File: src/rtl/pomo_sequencer.sv
// Pomodoro phase controller: sequences WORK / SHORT / LONG phases and counts
// each one down in BCD mm:ss from a 1 Hz tick prescaled from clk.
module pomo_sequencer #(
  parameter int CLK_HZ          = 12000000,
  parameter int WORK_MIN        = 25,
  parameter int SHORT_MIN       = 5,
  parameter int LONG_MIN        = 15,
  parameter int CYCLES_PER_LONG = 4
) (
  input  logic       clk,
  input  logic       rst,
  input  logic       start_pulse,
  input  logic       skip_pulse,
  input  logic       clear_pulse,
  output logic [7:0] mins_bcd,
  output logic [7:0] secs_bcd,
  output logic [1:0] phase,
  output logic       running,
  output logic       phase_done,
  output logic [2:0] work_cnt
);

  localparam int PW = (CLK_HZ > 1) ? $clog2(CLK_HZ) : 1;
  localparam logic [PW-1:0] PRESC_TC = PW'(CLK_HZ - 1);

  function automatic logic [7:0] to_bcd(input int n);
    to_bcd = {4'(n / 10), 4'(n % 10)};
  endfunction

  localparam logic [7:0] WORK_BCD  = to_bcd(WORK_MIN);
  localparam logic [7:0] SHORT_BCD = to_bcd(SHORT_MIN);
  localparam logic [7:0] LONG_BCD  = to_bcd(LONG_MIN);
  localparam logic [2:0] CPL       = 3'(CYCLES_PER_LONG);

  localparam logic [1:0] PH_IDLE  = 2'b00;
  localparam logic [1:0] PH_WORK  = 2'b01;
  localparam logic [1:0] PH_SHORT = 2'b10;
  localparam logic [1:0] PH_LONG  = 2'b11;

  typedef enum logic [1:0] {S_IDLE, S_RUN, S_PAUSE} state_t;

  state_t          state_q;
  logic [1:0]      phase_q;
  logic [7:0]      mins_q, secs_q;
  logic [PW-1:0]   presc_q;
  logic [2:0]      work_cnt_q;
  logic            done_q, running_q;

  logic [PW-1:0]   presc_d;
  logic [7:0]      mins_d, secs_d;
  logic [1:0]      end_phase_d;
  logic [7:0]      end_mins_d;
  logic [2:0]      end_wc_d, wc_inc;
  logic            tick, expire, do_end;

  assign tick    = (state_q == S_RUN) && (presc_q == PRESC_TC);
  assign presc_d = tick ? '0 : presc_q + PW'(1);
  assign expire  = (mins_q == 8'h00) && (secs_q == 8'h01);
  assign do_end  = (state_q != S_IDLE) &&
                   (skip_pulse || (!start_pulse && tick && expire));

  // Digit-wise BCD decrement with borrow chain secs units -> tens -> minutes.
  always_comb begin
    secs_d = secs_q;
    mins_d = mins_q;
    if (secs_q[3:0] != 4'd0) begin
      secs_d[3:0] = secs_q[3:0] - 4'd1;
    end else begin
      secs_d[3:0] = 4'd9;
      if (secs_q[7:4] != 4'd0) begin
        secs_d[7:4] = secs_q[7:4] - 4'd1;
      end else begin
        secs_d[7:4] = 4'd5;
        if (mins_q[3:0] != 4'd0) begin
          mins_d[3:0] = mins_q[3:0] - 4'd1;
        end else begin
          mins_d[3:0] = 4'd9;
          mins_d[7:4] = mins_q[7:4] - 4'd1;
        end
      end
    end
  end

  always_comb begin
    wc_inc      = work_cnt_q + 3'd1;
    end_phase_d = PH_WORK;
    end_mins_d  = WORK_BCD;
    end_wc_d    = work_cnt_q;
    if (phase_q == PH_WORK) begin
      if (wc_inc == CPL) begin
        end_phase_d = PH_LONG;
        end_mins_d  = LONG_BCD;
        end_wc_d    = 3'd0;
      end else begin
        end_phase_d = PH_SHORT;
        end_mins_d  = SHORT_BCD;
        end_wc_d    = wc_inc;
      end
    end
  end

  always_ff @(posedge clk) begin
    if (rst || clear_pulse) begin
      state_q    <= S_IDLE;
      phase_q    <= PH_IDLE;
      mins_q     <= WORK_BCD;
      secs_q     <= 8'h00;
      presc_q    <= '0;
      work_cnt_q <= 3'd0;
      done_q     <= 1'b0;
      running_q  <= 1'b0;
    end else begin
      done_q <= 1'b0;
      if (state_q == S_IDLE) begin
        if (start_pulse) begin
          state_q   <= S_RUN;
          running_q <= 1'b1;
          phase_q   <= PH_WORK;
          mins_q    <= WORK_BCD;
          secs_q    <= 8'h00;
          presc_q   <= '0;
        end
      end else if (do_end) begin
        done_q     <= 1'b1;
        state_q    <= S_PAUSE;
        running_q  <= 1'b0;
        presc_q    <= '0;
        phase_q    <= end_phase_d;
        mins_q     <= end_mins_d;
        secs_q     <= 8'h00;
        work_cnt_q <= end_wc_d;
      end else begin
        // The prescaler keeps wrapping even when start suppresses the tick.
        if (state_q == S_RUN) presc_q <= presc_d;
        if (start_pulse) begin
          state_q   <= (state_q == S_RUN) ? S_PAUSE : S_RUN;
          running_q <= (state_q != S_RUN);
        end else if (tick) begin
          secs_q <= secs_d;
          mins_q <= mins_d;
        end
      end
    end
  end

  assign mins_bcd   = mins_q;
  assign secs_bcd   = secs_q;
  assign phase      = phase_q;
  assign running    = running_q;
  assign phase_done = done_q;
  assign work_cnt   = work_cnt_q;

endmodule

File: config.mk
export PLATFORM = sky130hd
export DESIGN_NAME = pomo_sequencer
export DESIGN_NICKNAME = d
export VERILOG_FILES = /design/src/rtl/pomo_sequencer.sv
export SDC_FILE = /design/constraint.sdc
export NUM_CORES = 1
export LEC_CHECK = 0
export BUFFER_PORTS_ARGS = -buffer_cell sky130_fd_sc_hd__buf_2
export CORE_MARGIN = 10
export CORE_UTILIZATION = 45
export DETAILED_ROUTE_END_ITERATION = 12
export PLACE_DENSITY = 0.6
export SLEW_MARGIN = 0
export SYNTH_ARGS = -nofsm -noshare
export SYNTH_HDL_FRONTEND = slang
export SYNTH_SLANG_ARGS = --single-unit
export TNS_END_PERCENT = 50
File: constraint.sdc
create_clock -name clk -period 4.6 [get_ports clk]
set_input_delay 0.46 -clock clk [delete_from_list [all_inputs] [get_ports clk]]
set_output_delay 0.46 -clock clk [all_outputs]
set_load 0.05 [all_outputs]
==> metrics.md, run 1 <==
| Metric | Value |
|---|---|
| Outcome | complete, no violations |
| Reg2reg path depth | 8 |
| Worst Setup Start Kind | register |
| Hold_sp | presc_q[23]$_SDFFE_PP0P_ |
| RR Endpoint | mins_bcd[2]$_SDFFE_PP1P_ |
| Post-synthesis cell count | 339 |
| FF-to-FF Start | mins_bcd[0]$_SDFFE_PP1P_ |
| Final instance area | 2995 sq um |
| Initial DRC count | 157 |
| Dominant cell type by area after synthesis | dfxtp_1 |
| Synthesized Nets | 352 |
| Largest net degree at the start of global routing | 27 |
| Port bufs | 27 |
| Net count, final | 369 |
| Starting Density | 0.4617 |
| Via count | 2559 |
| Post-CTS setup buffer count | 0 |
| Final setup violation count | 0 |
| Clock Sinks | 48 |
| Commonest non-fill, non-tap cell in the layout | dfxtp_1 |
| CTS Buf Count | 5 |
| DR pass1 iterations | 4 |
| Max Root-Sink Buffers | 2 |
| Post-synthesis sequential area ratio | 0.3515 |
| Total GRT Usage | 0.1337 |
| Slew Viols, Final | 0 |
| Worst Max-Slew Pin Slew | 1.075 ns |
| Netlist cell types | 61 |
| Fin Setup TNS | 0 ns |
| Post-synthesis compound-gate area fraction | 0.2224 |
| Initial antenna violation count | 0 |
| RSZ-0062 raised after global routing | false |
| Yosys warns | 0 |
| CTS tree | yes |
| CP arrival | 2.88 ns |
| VDD IR max | 0.0001511 V |
| Flop-to-flop setup slack | 1.93 ns |
| Die height | 97.95 um |
| Ys flop type | dfxtp_1 |
| Hold Crit Endpoint | presc_q[23]$_SDFFE_PP0P_ |
| Area grow syn2layout | 9.565% |
| Largest family of logic cells by synthesized area | simple AND/OR/NAND/NOR gates |
| Total die area | 9593 sq um |
| Row count | 28 |
| CTS resizes | 0 |
| Pleak | 1.060 nW |
| Req. time, crit path | 4.81 ns |
| PD cells | 264.4 nW/um^2 |
| Chip width | 97.95 um |
| Post-Syn Area | 2734 sq um |
| Total Power | 0.7921 mW |
| Setup crit end kind | register |
| Worst min-delay path class | register to register |
| Top cell type's share of synthesized area | 0.3515 |
| Remaining DRCs | 0 |
| FMAX | 0.3746 GHz |
| Post-Synth Simple-Gate Area | 0.3162 |
| Slew headroom | 0.2805 |
| Max-Cap Viols | 0 |
| Core Footprint | 5921 sq um |
| Clock latency on the worst-skew pair | 0.31 ns |
| Clock transition at the registers of the reported paths | 0.09 ns |
| Gp weighted congestion | 0.8108 |
| CTS Root Cell | clkbuf_8 |
| Syn avg cell area | 8.065 sq um |
| Antenna-violating nets left | 0 |
| Most frequent cells in the layout | dfxtp_1 (48), o21ai_0 (33), nor2_1 (30) |
| Setup CP Type | register to register |
| Post-Synth Adder-Cell Area | 0.03661 |
| Min cycle time layout | 2.670 ns |
| Post-DP HPWL | 4705 um |
| Ports | 28 |
| DR WL/cell | 15.39 um |
| Tcrit/Tclk final | 0.5804 |
| Avg Vias per Cell | 5.924 |
| H-tree depth | 2 |
| Hold Fails Final Rpt | 0 |
| Global route overflow | 0 |
| CP max FO | 17 |
| Clock skew | 0.007694 ns |
| Number of diodes | 0 |
| Vias in the first global route | 2260 |
| Synth Area in XOR/XNOR | 0.009611 |
| Post-DP Area | 2884 sq um |
| Top cells by area, synth | dfxtp_1 (35%), o21ai_0 (6.0%), a21oi_1 (4.8%) |
| Routed WL | 6649 um |
| #FFs+latches synth | 48 |
| Post-synth ARST share | 0 |
| Hold buffer count at CTS | 0 |
| Post-synth EDFFs | 0 |
| Fraction of layout cells with a size suffix above 1 | 0.1513 |
| Multiplexer share of the synthesized area | 0.01831 |
| Hold path depth | 1 |
| First-pass GRT wire length | 11080 um |
==> area by class of cell <==
| type | count | area, sq um |
|---|---|---|
| Inverter | 12 | 45.04 |
| Fill cell | 583 | 2925 |
| Clock buffer | 5 | 68.82 |
| Multi-Input combinational cell | 262 | 1649 |
| Tap cell | 75 | 93.84 |
| Sequential cell | 48 | 960.9 |
| Timing Repair Buffer | 27 | 135.1 |
| Clock inverter | 3 | 42.54 |
==> per-layer routing <==
metal,GRT usage,share of wire,wire length [um],vias up
li1,-,-,-,1291
met1,0.1834,0.50,3308,1209
met2,0.2010,0.45,2993,54
met3,0.03453,0.043,284,5
met4,0.03579,0.0095,63,0
met5,0,0,0,-
==> cells in the mapped netlist (all sizes together), types with 5 or more instances <==
cell type	number
or3	6
buf	6
nor4	5
o21ai	34
mux2i	5
clkbuf	11
nand3	13
ha	8
nand2b	5
nand2	27
a31oi	12
nor3	12
nand3b	5
dfxtp	48
nand4	9
o31ai	5
and4	5
inv	12
nor2	30
a21oi	26
==> where the power goes <==
part	internal (mW)	switching, mW	total (mW)
clock	0.161	0.151	0.312
combinational	0.0174	0.0421	0.0596
sequential	0.418	0.00272	0.420
==> how the worst max path moves through the flow <==
stage                                   startpoint                  endpoint  slack, ns  cells after the start
after detailed placement  mins_bcd[0]$_SDFFE_PP1P_  mins_bcd[2]$_SDFFE_PP1P_       1.97                      8
after global routing      mins_bcd[0]$_SDFFE_PP1P_  mins_bcd[7]$_SDFFE_PP0P_       1.77                      8
after floorplan           secs_bcd[4]$_SDFFE_PP0P_  mins_bcd[2]$_SDFFE_PP1P_       2.09                      8
after global placement    secs_bcd[4]$_SDFFE_PP0P_  secs_bcd[2]$_SDFFE_PP0P_       2.05                      8
after CTS                 mins_bcd[0]$_SDFFE_PP1P_  secs_bcd[3]$_SDFFE_PP0P_       1.96                      8
final                     mins_bcd[0]$_SDFFE_PP1P_  mins_bcd[2]$_SDFFE_PP1P_       1.93                      8
==> cells by family (layout without fill, tap and decap cells) <==
logic type / Yosys count / in the layout
AO/OA/AOI/OAI: 98 / 98
XOR/XNOR: 3 / 3
adder cells (fa/ha/maj): 8 / 8
buffers and inverters: 29 / 47
flip-flops: 48 / 48
multiplexers: 5 / 5
AND/OR/NAND/NOR: 148 / 148
==> through the flow <==
stage | setup slack, ns | cells | utilization | hold WS [ns]
floorplan | 2.089 | 339 | - | 0.4420
global placement | 2.046 | 424 | 0.4871 | 0.4734
detailed placement | 1.975 | 424 | 0.4871 | 0.4826
CTS | 1.960 | 432 | 0.5059 | 0.4909
global route | 1.771 | 432 | 0.5059 | 0.5160
finish | 1.930 | 432 | 0.5059 | 0.4949
==> sequential cells by signal, summed over array words and instances (netlist names) <==
signal      cells
presc_q        24
mins_bcd        8
secs_bcd        8
work_cnt        3
phase           2
state_q         2
phase_done      1
==> worst max-delay path: stages (launching register included) <==
cell     delay, ns
dfxtp_1       0.41
inv_1         0.10
ha_1          0.22
or3b_2        0.24
nor4_2        0.06
and3b_2       0.22
nor2_1        0.81
nand2_1       0.13
a221o_1       0.38
No activity file was read; power rests on OpenSTA's default activity.
==> run 2, diff against run 1 <==
==> constraint.sdc (replaced) <==
create_clock -name clk -period 2.5 [get_ports clk]
set_input_delay 0.25 -clock clk [delete_from_list [all_inputs] [get_ports clk]]
set_output_delay 0.25 -clock clk [all_outputs]
set_load 0.05 [all_outputs]
==> metrics.md, run 2 (synthesis results as in run 1) <==
| Metric | Value |
|---|---|
| Antenna-violating nets left | 0 |
| Max-Cap Viols | 0 |
| Pleak | 1.196 nW |
| DR pass1 iterations | 4 |
| Gp weighted congestion | 0.8121 |
| Total GRT Usage | 0.1382 |
| Initial DRC count | 153 |
| Hold_sp | start_pulse |
| Flop-to-flop setup slack | 0.13 ns |
| PD cells | 467.3 nW/um^2 |
| Reg2reg path depth | 8 |
| Starting Density | 0.4617 |
| Most frequent CP cell | inv_1 |
| Int Pwr | 1.136 mW |
| Critical path's top delay family | simple AND/OR/NAND/NOR gates |
| Largest net degree at the start of global routing | 20 |
| Psw | 0.3673 mW |
| Number of diodes | 0 |
| Inst Count DP | 449 |
| FMAX | 0.4215 GHz |
| Net count, final | 394 |
| Setup CP Type | register to register |
| Initial antenna violation count | 0 |
| Worst min-delay path class | primary input to register |
| Sw Share | 0.2443 |
| Clock skew | 0.01127 ns |
| Final setup violation count | 0 |
| Clock transition at the registers of the reported paths | 0.09 ns |
| Worst Setup Start Kind | register |
| DR WL/cell | 15.16 um |
| Row count | 28 |
| Via count | 2612 |
| Grt met3 use | 0.02819 |
| CP max FO | 6 |
| VDD IR max | 0.0002831 V |
| Non-Filler Instances | 457 |
| CTS tree | yes |
| Chip width | 97.95 um |
| Busiest grt layer | met2 |
| Sequential share of power | 0.514 |
| Hold Fails Final Rpt | 0 |
| Min cycle time layout | 2.373 ns |
| First-pass GRT wire length | 11420 um |
| Final core occ | 0.5435 |
| CP peak stage delay | 0.48 ns |
| Critical path buffer and inverter count | 2 |
| CTS Root Cell | clkbuf_8 |
| Req. time, crit path | 2.71 ns |
| Post-CTS setup buffer count | 0 |
| Global route overflow | 0 |
| Max Root-Sink Buffers | 2 |
| H-tree depth | 2 |
| Hold path depth | 3 |
| Number of flip-flops in the largest register | 24 |
| Avg Vias per Cell | 5.716 |
| RR Endpoint | phase[0]$_SDFFE_PP0P_ |
| CP cell instances | inv_1 > ha_1 > or4b_4 > nor4_4 > and3b_2 > o21a_2 > inv_1 > o221a_2 |
| Largest Register | presc_q |
| Worst Max-Slew Pin Slew | 0.6284 ns |
| Outcome | complete, no violations |
| Post-DP HPWL | 5058 um |
| Vias in the first global route | 2384 |
| Hold buffer count at CTS | 0 |
| Setup crit end kind | register |
| Die height | 97.95 um |
| Met2 GRT Util | 0.2127 |
| Hold Crit Endpoint | state_q[0]$_SDFFE_PP0P_ |
| Clock latency on the worst-skew pair | 0.31 ns |
| Remaining DRCs | 0 |
| Fillers | 593 |
| Most frequent cells in the layout | dfxtp_1 (47), o21ai_0 (33), nor2_1 (29) |
| Commonest non-fill, non-tap cell in the layout | dfxtp_1 |
| CP arrival | 2.59 ns |
| CP max stage cell | or4b_4 |
| Core Footprint | 5921 sq um |
| CTS Buf Count | 5 |
| Slew headroom | 0.5772 |
| Tcrit/Tclk final | 0.9491 |
| Total die area | 9593 sq um |
| Slew Viols, Final | 0 |
| Port bufs | 27 |
| Area grow syn2layout | 17.71% |
| Met1 usage in global routing | 0.1864 |
| Comb power frac | 0.082 |
| Ports | 28 |
| Clock Sinks | 48 |
| Clock network power share | 0.404 |
| Routed WL | 6929 um |
| FF-to-FF Start | secs_bcd[4]$_SDFFE_PP0P_ |
| Fraction of layout cells with a size suffix above 1 | 0.2173 |
==> run 2: worst max path at each step <==
stage / start / end / slack, ns / depth (start not counted)
detailed placement: mins_bcd[1]$_SDFFE_PP0P_ / secs_bcd[3]$_SDFFE_PP0P_ / -0.07 / 8
global route: secs_bcd[4]$_SDFFE_PP0P_ / mins_bcd[2]$_SDFFE_PP1P_ / -0.03 / 8
finish: secs_bcd[4]$_SDFFE_PP0P_ / phase[0]$_SDFFE_PP0P_ / 0.13 / 8
CTS: secs_bcd[4]$_SDFFE_PP0P_ / phase[0]$_SDFFE_PP0P_ / 0.06 / 8
global placement: mins_bcd[1]$_SDFFE_PP0P_ / mins_bcd[2]$_SDFFE_PP1P_ / 0.06 / 8
floorplan: secs_bcd[5]$_SDFFE_PP0P_ / mins_bcd[2]$_SDFFE_PP1P_ / 0.04 / 8
==> run 2: power by group through the flow <==
stage,clock [mW],sequential (mW),combinational (mW)
6_report,0.607,0.773,0.123
5_1_grt,0.644,0.774,0.135
4_1_cts,0.628,0.773,0.121
3_5_place_dp,0,0.791,0.120
3_3_place_gp,0,0.791,0.120
2_1_floorplan,0,0.803,0.0715
==> run 2: per-layer routing <==
metal,vias to the layer above,share of wire
met1,1223,0.50
met3,12,0.034
met2,34,0.44
met4,0,0.018
li1,1343,-
met5,-,0
==> run 2: repair_timing <==
item	4_1_cts	5_1_grt
endpoints found under the setup margin	3	16
resized for setup	1	5
pin swaps	0	2
==> run 2: worst min-delay path: stages <==
cell     delay [ns]
buf_2          0.16
o21ai_0        0.09
a21oi_1        0.07
==> run 2: cell type report <==
| class | instances | area (sq um) | area share |
|---|---|---|---|
| Multi-Input combinational cell | 262 | 1673 | 0.5198 |
| Sequential cell | 48 | 962.2 | 0.2990 |
| Timing Repair Buffer | 52 | 322.8 | 0.1003 |
| Tap cell | 75 | 93.84 | 0.02916 |
| Clock buffer | 6 | 82.58 | 0.02566 |
| Inverter | 12 | 45.04 | 0.01400 |
| Clock inverter | 2 | 38.79 | 0.01205 |
==> run 2: per-stage QoR <==
step | setup WS, ns | power, mW | TNS (ns) | hold WS, ns | cell area (sq um)
finish | 0.1274 | 1.504 | 0 | 0.3084 | 3218
global route | -0.03461 | 1.553 | -0.1040 | 0.3321 | 3218
CTS | 0.05663 | 1.522 | 0 | 0.2915 | 3197
detailed placement | -0.07073 | 0.9115 | -0.1148 | 0.4796 | 3073
global placement | 0.05818 | 0.9104 | 0 | 0.4740 | 3073
floorplan | 0.04289 | 0.8747 | 0 | 0.4272 | 2735
